### src/rtl/prim_regslice.sv
// rtl/prim_regslice.sv - two-entry valid/ready register slice with registered forward and backward paths
// Optional stall counter: define PRIM_REGSLICE_STALLCNT_EN.
module prim_regslice #(
    parameter int WIDTH           = 32,
    parameter bit ZERO_ON_INVALID = 1'b0,
    parameter int CNT_W           = 16
) (
    input  logic             clk,
    input  logic             reset,
    output logic             urdy_o,
    input  logic             uvld_i,
    input  logic [WIDTH-1:0] udat_i,
    input  logic             drdy_i,
    output logic             dvld_o,
    output logic [WIDTH-1:0] ddat_o,
    output logic [CNT_W-1:0] stall_cnt_o
);

    typedef enum logic [1:0] {
        EMPTY = 2'b00,
        BUSY  = 2'b01,
        FULL  = 2'b10
    } state_t;

    state_t           state;
    state_t           state_nxt;
    logic [WIDTH-1:0] skid;
    logic             up_beat;
    logic             dn_beat;
    logic             load_out_up;
    logic             load_out_skid;
    logic             load_skid;
    logic             clr_out;
    logic             clr_skid;

    assign up_beat = urdy_o & uvld_i;
    assign dn_beat = dvld_o & drdy_i;

    always_comb begin
        state_nxt     = state;
        load_out_up   = 1'b0;
        load_out_skid = 1'b0;
        load_skid     = 1'b0;
        clr_out       = 1'b0;
        clr_skid      = 1'b0;
        case (state)
            EMPTY: begin
                if (up_beat) begin
                    load_out_up = 1'b1;
                    state_nxt   = BUSY;
                end
            end
            BUSY: begin
                if (up_beat && dn_beat) begin
                    load_out_up = 1'b1;
                end else if (up_beat) begin
                    load_skid = 1'b1;
                    state_nxt = FULL;
                end else if (dn_beat) begin
                    clr_out   = ZERO_ON_INVALID;
                    state_nxt = EMPTY;
                end
            end
            FULL: begin
                if (dn_beat) begin
                    load_out_skid = 1'b1;
                    clr_skid      = ZERO_ON_INVALID;
                    state_nxt     = BUSY;
                end
            end
            default: state_nxt = EMPTY;
        endcase
    end

    // Handshake outputs are flops loaded from the next state, so no port sees a combinational path.
    always_ff @(posedge clk or posedge reset) begin
        if (reset) begin
            state  <= EMPTY;
            urdy_o <= 1'b0;
            dvld_o <= 1'b0;
        end else begin
            state  <= state_nxt;
            urdy_o <= (state_nxt != FULL);
            dvld_o <= (state_nxt != EMPTY);
        end
    end

    always_ff @(posedge clk or posedge reset) begin
        if (reset) begin
            ddat_o <= '0;
            skid   <= '0;
        end else begin
            if (load_out_up) begin
                ddat_o <= udat_i;
            end else if (load_out_skid) begin
                ddat_o <= skid;
            end else if (clr_out) begin
                ddat_o <= '0;
            end
            if (load_skid) begin
                skid <= udat_i;
            end else if (clr_skid) begin
                skid <= '0;
            end
        end
    end

`ifdef PRIM_REGSLICE_STALLCNT_EN
    logic [CNT_W-1:0] stall_cnt;

    always_ff @(posedge clk or posedge reset) begin
        if (reset) begin
            stall_cnt <= '0;
        end else if (dvld_o && !drdy_i && (stall_cnt != {CNT_W{1'b1}})) begin
            stall_cnt <= stall_cnt + CNT_W'(1);
        end
    end

    assign stall_cnt_o = stall_cnt;
`else
    assign stall_cnt_o = '0;
`endif

endmodule
### config.mk
export PLATFORM = sky130hd
export DESIGN_NAME = prim_regslice
export DESIGN_NICKNAME = d
export VERILOG_FILES = /design/src/rtl/prim_regslice.sv
export SDC_FILE = /design/constraint.sdc
export NUM_CORES = 1
export LEC_CHECK = 0
export ABC_AREA = 0
export CAP_MARGIN = 10
export CORE_MARGIN = 5
export CORE_UTILIZATION = 44
export CTS_CLUSTER_SIZE = 16
export DETAILED_ROUTE_END_ITERATION = 10
export HOLD_SLACK_MARGIN = 0.02
export PLACE_DENSITY_LB_ADDON = 0.05
export SYNTH_ARGS = -nofsm -noshare
export SYNTH_HDL_FRONTEND = slang
export SYNTH_SLANG_ARGS = --single-unit
export TNS_END_PERCENT = 100
### constraint.sdc
create_clock -name clk -period 2 [get_ports clk]
set_input_delay 0.3 -clock clk [delete_from_list [all_inputs] [get_ports clk]]
set_output_delay 0.3 -clock clk [all_outputs]
set_load 0.05 [all_outputs]
==> flow_metrics.tcl, run 1 <==
set metrics [dict create \
    nNetsFinal 320 \
    fill_cells 586 \
    drt_iter0_markers 19 \
    portBuffers 69 \
    cap_violations 0 \
    via_per_inst 4.723 \
    clk_pin_slew_ps 70 \
    critPathTopFamily "buffers and inverters" \
    grtUsageMet1_pct 17.26 \
    ys_seq_elements 68 \
    grt_pass1_vias 1992 \
    maxSlewHeadroom_pct 65.75 \
    finalCritPeriodShare_pct 96.02 \
    gp_congestion 0.7384 \
    worst_pin_slew_ps 512.2 \
    worstPathRequired_ps 1700 \
    cts_tree "yes" \
    routed_wl_mm 6.166 \
    worst-path-stages 1 \
    die_w_um 97.48 \
    switchingPower_mw 3.049 \
    period_minus_slack_ps 1920 \
    hpwl_mm 4.178 \
    syn_to_final_growth_pct 27.91 \
    overflow 0 \
    die_h_um 97.48 \
    antenna_found_initial 0 \
    hp-class "input port to async pin" \
    comb_power_share_pct 54.9 \
    crit_arrival_ps 1620 \
    leakage_nw 2.044 \
    final.setup_skew_ps 9.751 \
    yosysTopAreaCellShare_pct 50.54 \
    irDropWorstVdd_v 0.0008104 \
    path_cells "clkdlybuf4s50_1" \
    max_freq_ghz 0.5207 \
    critPathMaxStageDelay_ps 850 \
    first_pass_iters 4 \
    setup_viol 0 \
    vias 1823 \
    drv_slew 0 \
    path_buf_inv 1 \
    ios 86 \
    p_int_mw 4.827 \
    syn_area_mm2 0.003367 \
    yosys-top-cells-area "dfrtp_1 (51%), mux2_4 (27%), mux2_1 (9.4%)" \
    pwr-share-seq_pct 32.0 \
    cts_root_buf "clkbuf_8" \
    yosysSeqAreaShare_pct 50.54 \
    antenna_left 0 \
    core_area_mm2 0.007370 \
    num_rows 31 \
    yosys_warnings 0 \
    status "finished, final reports clean" \
    pwr-share-clk_pct 13.1 \
    grt-busiest-layer "met2" \
    path_class "register to output port" \
    critical-path-slowest-cell "clkdlybuf4s50_1" \
    cts_resized 0 \
    dieArea_mm2 0.009501 \
    numCtsBuffers 9 \
    p_total_mw 7.876 \
    cts_hold_buffers 0 \
    grt_pass1_wl_mm 10.16 \
    grt_max_degree 55 \
    final_cell_mix "clkdlybuf4s50_1 (69), dfrtp_1 (68), mux2_4 (60), mux2_1 (28), conb_1 (16)" \
    rsz0062_at_grt "no" \
    avgSynthCellArea_um2 16.27 \
    clkLatencyLatePin_ps 330 \
    grtUsageTotal_pct 13.57 \
    htree_num_levels 3 \
    start_util_pct 45.69 \
    layout-drive-gt1-share_pct 33.45 \
    multi_input_area_mm2 0.001496 \
    postCtsSetupBuffers 0 \
    final_common_cell "clkdlybuf4s50_1" \
    cts_sinks 68 \
    pre_cts_ws_ps 38.18 \
    powerDensity_mw_per_mm2 1829 \
    synthDistinctLibCells 20 \
    hold_viol 0 \
    synth_top_area_cell "dfrtp_1" \
    crit_fanout 4 \
    endpoint_kind "output port" \
    use_met2_pct 21.61 \
    use_met3_pct 5.815 \
    start_kind "register" \
    reg2regPathDepth 4 \
    swShare_pct 38.71 \
    drc 0 \
    syn_inst 207 \
    clock_path_buffers 2 \
    diodes 0 \
    worst_slack_ps 79.52 \
    fin_tns_setup_ps 0 \
    regArea_mm2 0.001702 \
    wl_per_cell_um 15.97 \
]
-- registers in the layout, indices dropped and copies added, names as in the netlist --
signal	flops
state	2
skid	32
dvld_o	1
ddat_o	32
urdy_o	1
-- area by class of cell --
type                            count  area share (%)
Clock buffer                       11           3.051
Clock inverter                      3          0.9297
Inverter                            1          0.1743
Multi-Input combinational cell    128           34.75
Sequential cell                    68           39.51
Tap cell                           99           2.876
Timing Repair Buffer               76           18.71
-- power groups by stage --
stage                     clock (mW)  sequential, mW  combinational [mW]
after detailed placement           0            2.53                4.38
after floorplan                    0            3.68                2.10
after CTS                       1.07            2.53                4.38
after global routing            1.15            2.62                4.53
final                           1.03            2.52                4.33
after global placement             0            2.53                4.31
-- synth_stat cells --
cell type  count
dfrtp_1       68
mux2_4        60
mux2_1        28
buf_4         16
buf_6          9
mux2_2         9
nand2_1        4
a21bo_2        1
a21oi_1        1
and2_1         1
and2b_2        1
and3b_2        1
conb_1         1
inv_1          1
nand2_2        1
nand3_4        1
nand4b_4       1
nor2_1         1
o22ai_1        1
or2_2          1
-- path summary, 6_finish.rpt --
| kind | slack (ps) | start | endpoint |
|---|---|---|---|
| setup / recovery | 80 | dvld_o$_DFF_PP0_ | dvld_o |
| hold / removal | 300 | reset | ddat_o[28]$_DFFE_PP0P_ |
| setup reg to reg | 350 | state[0]$_DFF_PP0_ | ddat_o[30]$_DFFE_PP0P_ |
| hold reg to reg | 490 | skid[1]$_DFFE_PP0P_ | skid[1]$_DFFE_PP0P_ |
| max in group asynchronous | 1100 | reset | ddat_o[9]$_DFFE_PP0P_ |
| min in group clk | 490 | skid[1]$_DFFE_PP0P_ | skid[1]$_DFFE_PP0P_ |
-- stage by stage --
stage	util (%)	instances	hold slack [ps]	instance area [µm²]
after floorplan	-	222	431.7	3427
after global placement	56.11	372	473.3	4135
after detailed placement	56.11	372	481.1	4135
after CTS	58.44	386	296.3	4307
after global routing	58.44	386	305.3	4307
final	58.44	386	299.8	4307
-- per-layer routing --
metal / part of all wire [%] / up-vias
met5: 0 / -
met1: 45 / 920
li1: - / 845
met2: 49 / 56
met4: 0.24 / 0
met3: 5.6 / 2
-- logic make-up (layout without fill, tap and decap cells) --
logic type / count (synthesis) / after routing / synth area share, %
AOI/OAI and AO/OA: 3 / 3 / 0.6317
buffers and inverters: 26 / 91 / 6.689
DFF: 68 / 68 / 50.54
muxes: 97 / 97 / 39.13
other: 1 / 16 / 0.1114
and+or+nand+nor: 12 / 12 / 2.899
Power figures use the tool's default switching activity.
==> inputs of run 2 (changes only) <==
--- a/config.mk
+++ b/config.mk
@@ -11,8 +11,10 @@
 export CORE_UTILIZATION = 44
 export CTS_CLUSTER_SIZE = 16
 export DETAILED_ROUTE_END_ITERATION = 10
+export GPL_TIMING_DRIVEN = 0
 export HOLD_SLACK_MARGIN = 0.02
 export PLACE_DENSITY_LB_ADDON = 0.05
+export SETUP_SLACK_MARGIN = 0.3
 export SYNTH_ARGS = -nofsm -noshare
 export SYNTH_HDL_FRONTEND = slang
 export SYNTH_SLANG_ARGS = --single-unit
==> flow_metrics.tcl, run 2 (same netlist as run 1, synthesis figures left out) <==
set metrics [dict create \
    status "finished, final reports clean" \
    max_freq_ghz 0.6230 \
    core_area_mm2 0.007370 \
    cp_common_cell "mux2_4" \
    p_total_mw 7.738 \
    via_per_inst 4.683 \
    worstReg2RegEnd "ddat_o[23]$_DFFE_PP0P_" \
    setup_viol 0 \
    comb_power_share_pct 53.0 \
    worst_pin_slew_ps 644.5 \
    start_kind "input port" \
    worstPathRequired_ps 2230 \
    cts_tree "yes" \
    endpoint_kind "register" \
    crit_arrival_ps 1830 \
    final_area_mm2 0.004423 \
    regArea_mm2 0.001703 \
    antenna_found_initial 0 \
    hp-class "input port to async pin" \
    final.setup_skew_ps 5.375 \
    reg2regPathDepth 4 \
    fin_tns_setup_ps 0 \
    dieArea_mm2 0.009501 \
    wl_per_cell_um 15.23 \
    pwr-share-clk_pct 14.8 \
    grtUsageTotal_pct 13.63 \
    swShare_pct 39.62 \
    portBuffers 69 \
    ios 86 \
    leakage_nw 2.197 \
    critPathMaxStageDelay_ps 570 \
    drv_slew 0 \
    ff2ff_setup_slack_ps 420 \
    maxSlewHeadroom_pct 56.94 \
    num_rows 31 \
    die_w_um 97.48 \
    path_cells "clkdlybuf4s50_1 > nand4b_4 > buf_6 > mux2_4 > mux2_4" \
    clock_path_buffers 2 \
    crit_fanout 10 \
    place_area_mm2 0.004263 \
    clkLatencyLatePin_ps 340 \
    irDropWorstVdd_v 0.0008743 \
    powerDensity_mw_per_mm2 1750 \
    cap_violations 0 \
    timing.hold.ws_ps 388.0 \
    finalCritPeriodShare_pct 80.26 \
    postCtsSetupBuffers 0 \
    fill_cells 602 \
    first_pass_iters 4 \
    critical-path-slowest-cell "clkdlybuf4s50_1" \
    layout-drive-gt1-share_pct 38.64 \
    reg_top3 "ddat_o x32, skid x32, state x2" \
    grt_pass1_vias 2054 \
    diodes 0 \
    drc 0 \
    final_cell_mix "dfrtp_1 (67), mux2_4 (60), clkdlybuf4s50_1 (35), dlygate4sd2_1 (34), mux2_1 (28)" \
    clk_pin_slew_ps 70 \
    grt_max_degree 41 \
    switchingPower_mw 3.066 \
    antenna_left 0 \
    pwr-share-seq_pct 32.2 \
    final_common_cell "dfrtp_1" \
    cts_root_buf "clkbuf_8" \
    r2r_start "state[0]$_DFF_PP0_" \
    start_util_pct 45.69 \
    drt_iter0_markers 40 \
    overflow 0 \
    hold_viol 0 \
    path_class "input port to register" \
    die_h_um 97.48 \
    grt_pass1_wl_mm 10.28 \
    htree_num_levels 3 \
    gp_congestion 0.7172 \
    routed_wl_mm 6.199 \
    multi_input_area_mm2 0.001496 \
    period_minus_slack_ps 1605 \
    rsz0062_at_grt "no" \
    vias 1906 \
    cts_sinks 68 \
    hpwl_mm 4.417 \
    nNetsFinal 339 \
    p_int_mw 4.672 \
    syn_to_final_growth_pct 31.36 \
    numCtsBuffers 9 \
]
## run 2: stage by stage
step	instances	utilization (%)	worst slack [ps]
CTS	407	60.02	376.9
floorplan	222	-	365.0
global placement	390	57.57	-50.94
global route	407	60.02	328.0
finish	407	60.02	394.8
detailed placement	391	57.84	49.56
## run 2: worst max-delay path, delay by kind of cell
family        cells  cell delay, ps
buf+inv           2             780
mux               2             560
simple gates      1             180
## run 2: repair_timing
item,CTS,global route
hold endpoints to repair,0,0
resized for setup,34,0
hold buffers,0,0
setup endpoints to repair,34,0
## run 2: how the worst max path moves through the flow
| stage | from | slack [ps] | depth (start not counted) | end |
|---|---|---|---|---|
| 6_report | drdy_i | 390 | 5 | ddat_o[23]$_DFFE_PP0P_ |
| 3_3_place_gp | reset | -50 | 2 | dvld_o$_DFF_PP0_ |
| 4_1_cts | dvld_o$_DFF_PP0_ | 380 | 1 | dvld_o |
| 2_1_floorplan | urdy_o$_DFF_PP0_ | 360 | 4 | skid[0]$_DFFE_PP0P_ |
| 5_1_grt | dvld_o$_DFF_PP0_ | 330 | 1 | dvld_o |
| 3_5_place_dp | drdy_i | 50 | 5 | ddat_o[10]$_DFFE_PP0P_ |
## run 2: metal layers
metal | global-route usage, % | wire length, µm | vias up
met4 | 3.195 | 60 | 0
met5 | 0 | 0 | -
met1 | 17.42 | 2752 | 944
met3 | 5.887 | 374 | 8
met2 | 21.40 | 3012 | 60
li1 | - | - | 894
## run 2: layout make-up
cell class	instances	share of cell area, %
Sequential cell	68	38.50
Multi-Input combinational cell	128	33.83
Timing Repair Buffer	70	15.11
Buffer	25	5.007
Clock buffer	12	3.508
Tap cell	99	2.801
Clock inverter	4	1.075
Inverter	1	0.1697
## run 2: power by group through the flow
stage / combinational (mW) / clock [mW] / sequential (mW)
after floorplan: 2.10 / 0 / 3.68
after global placement: 4.31 / 0 / 2.52
after detailed placement: 4.40 / 0 / 2.53
after CTS: 4.15 / 1.18 / 2.50
after global routing: 4.32 / 1.26 / 2.60
final: 4.10 / 1.15 / 2.49
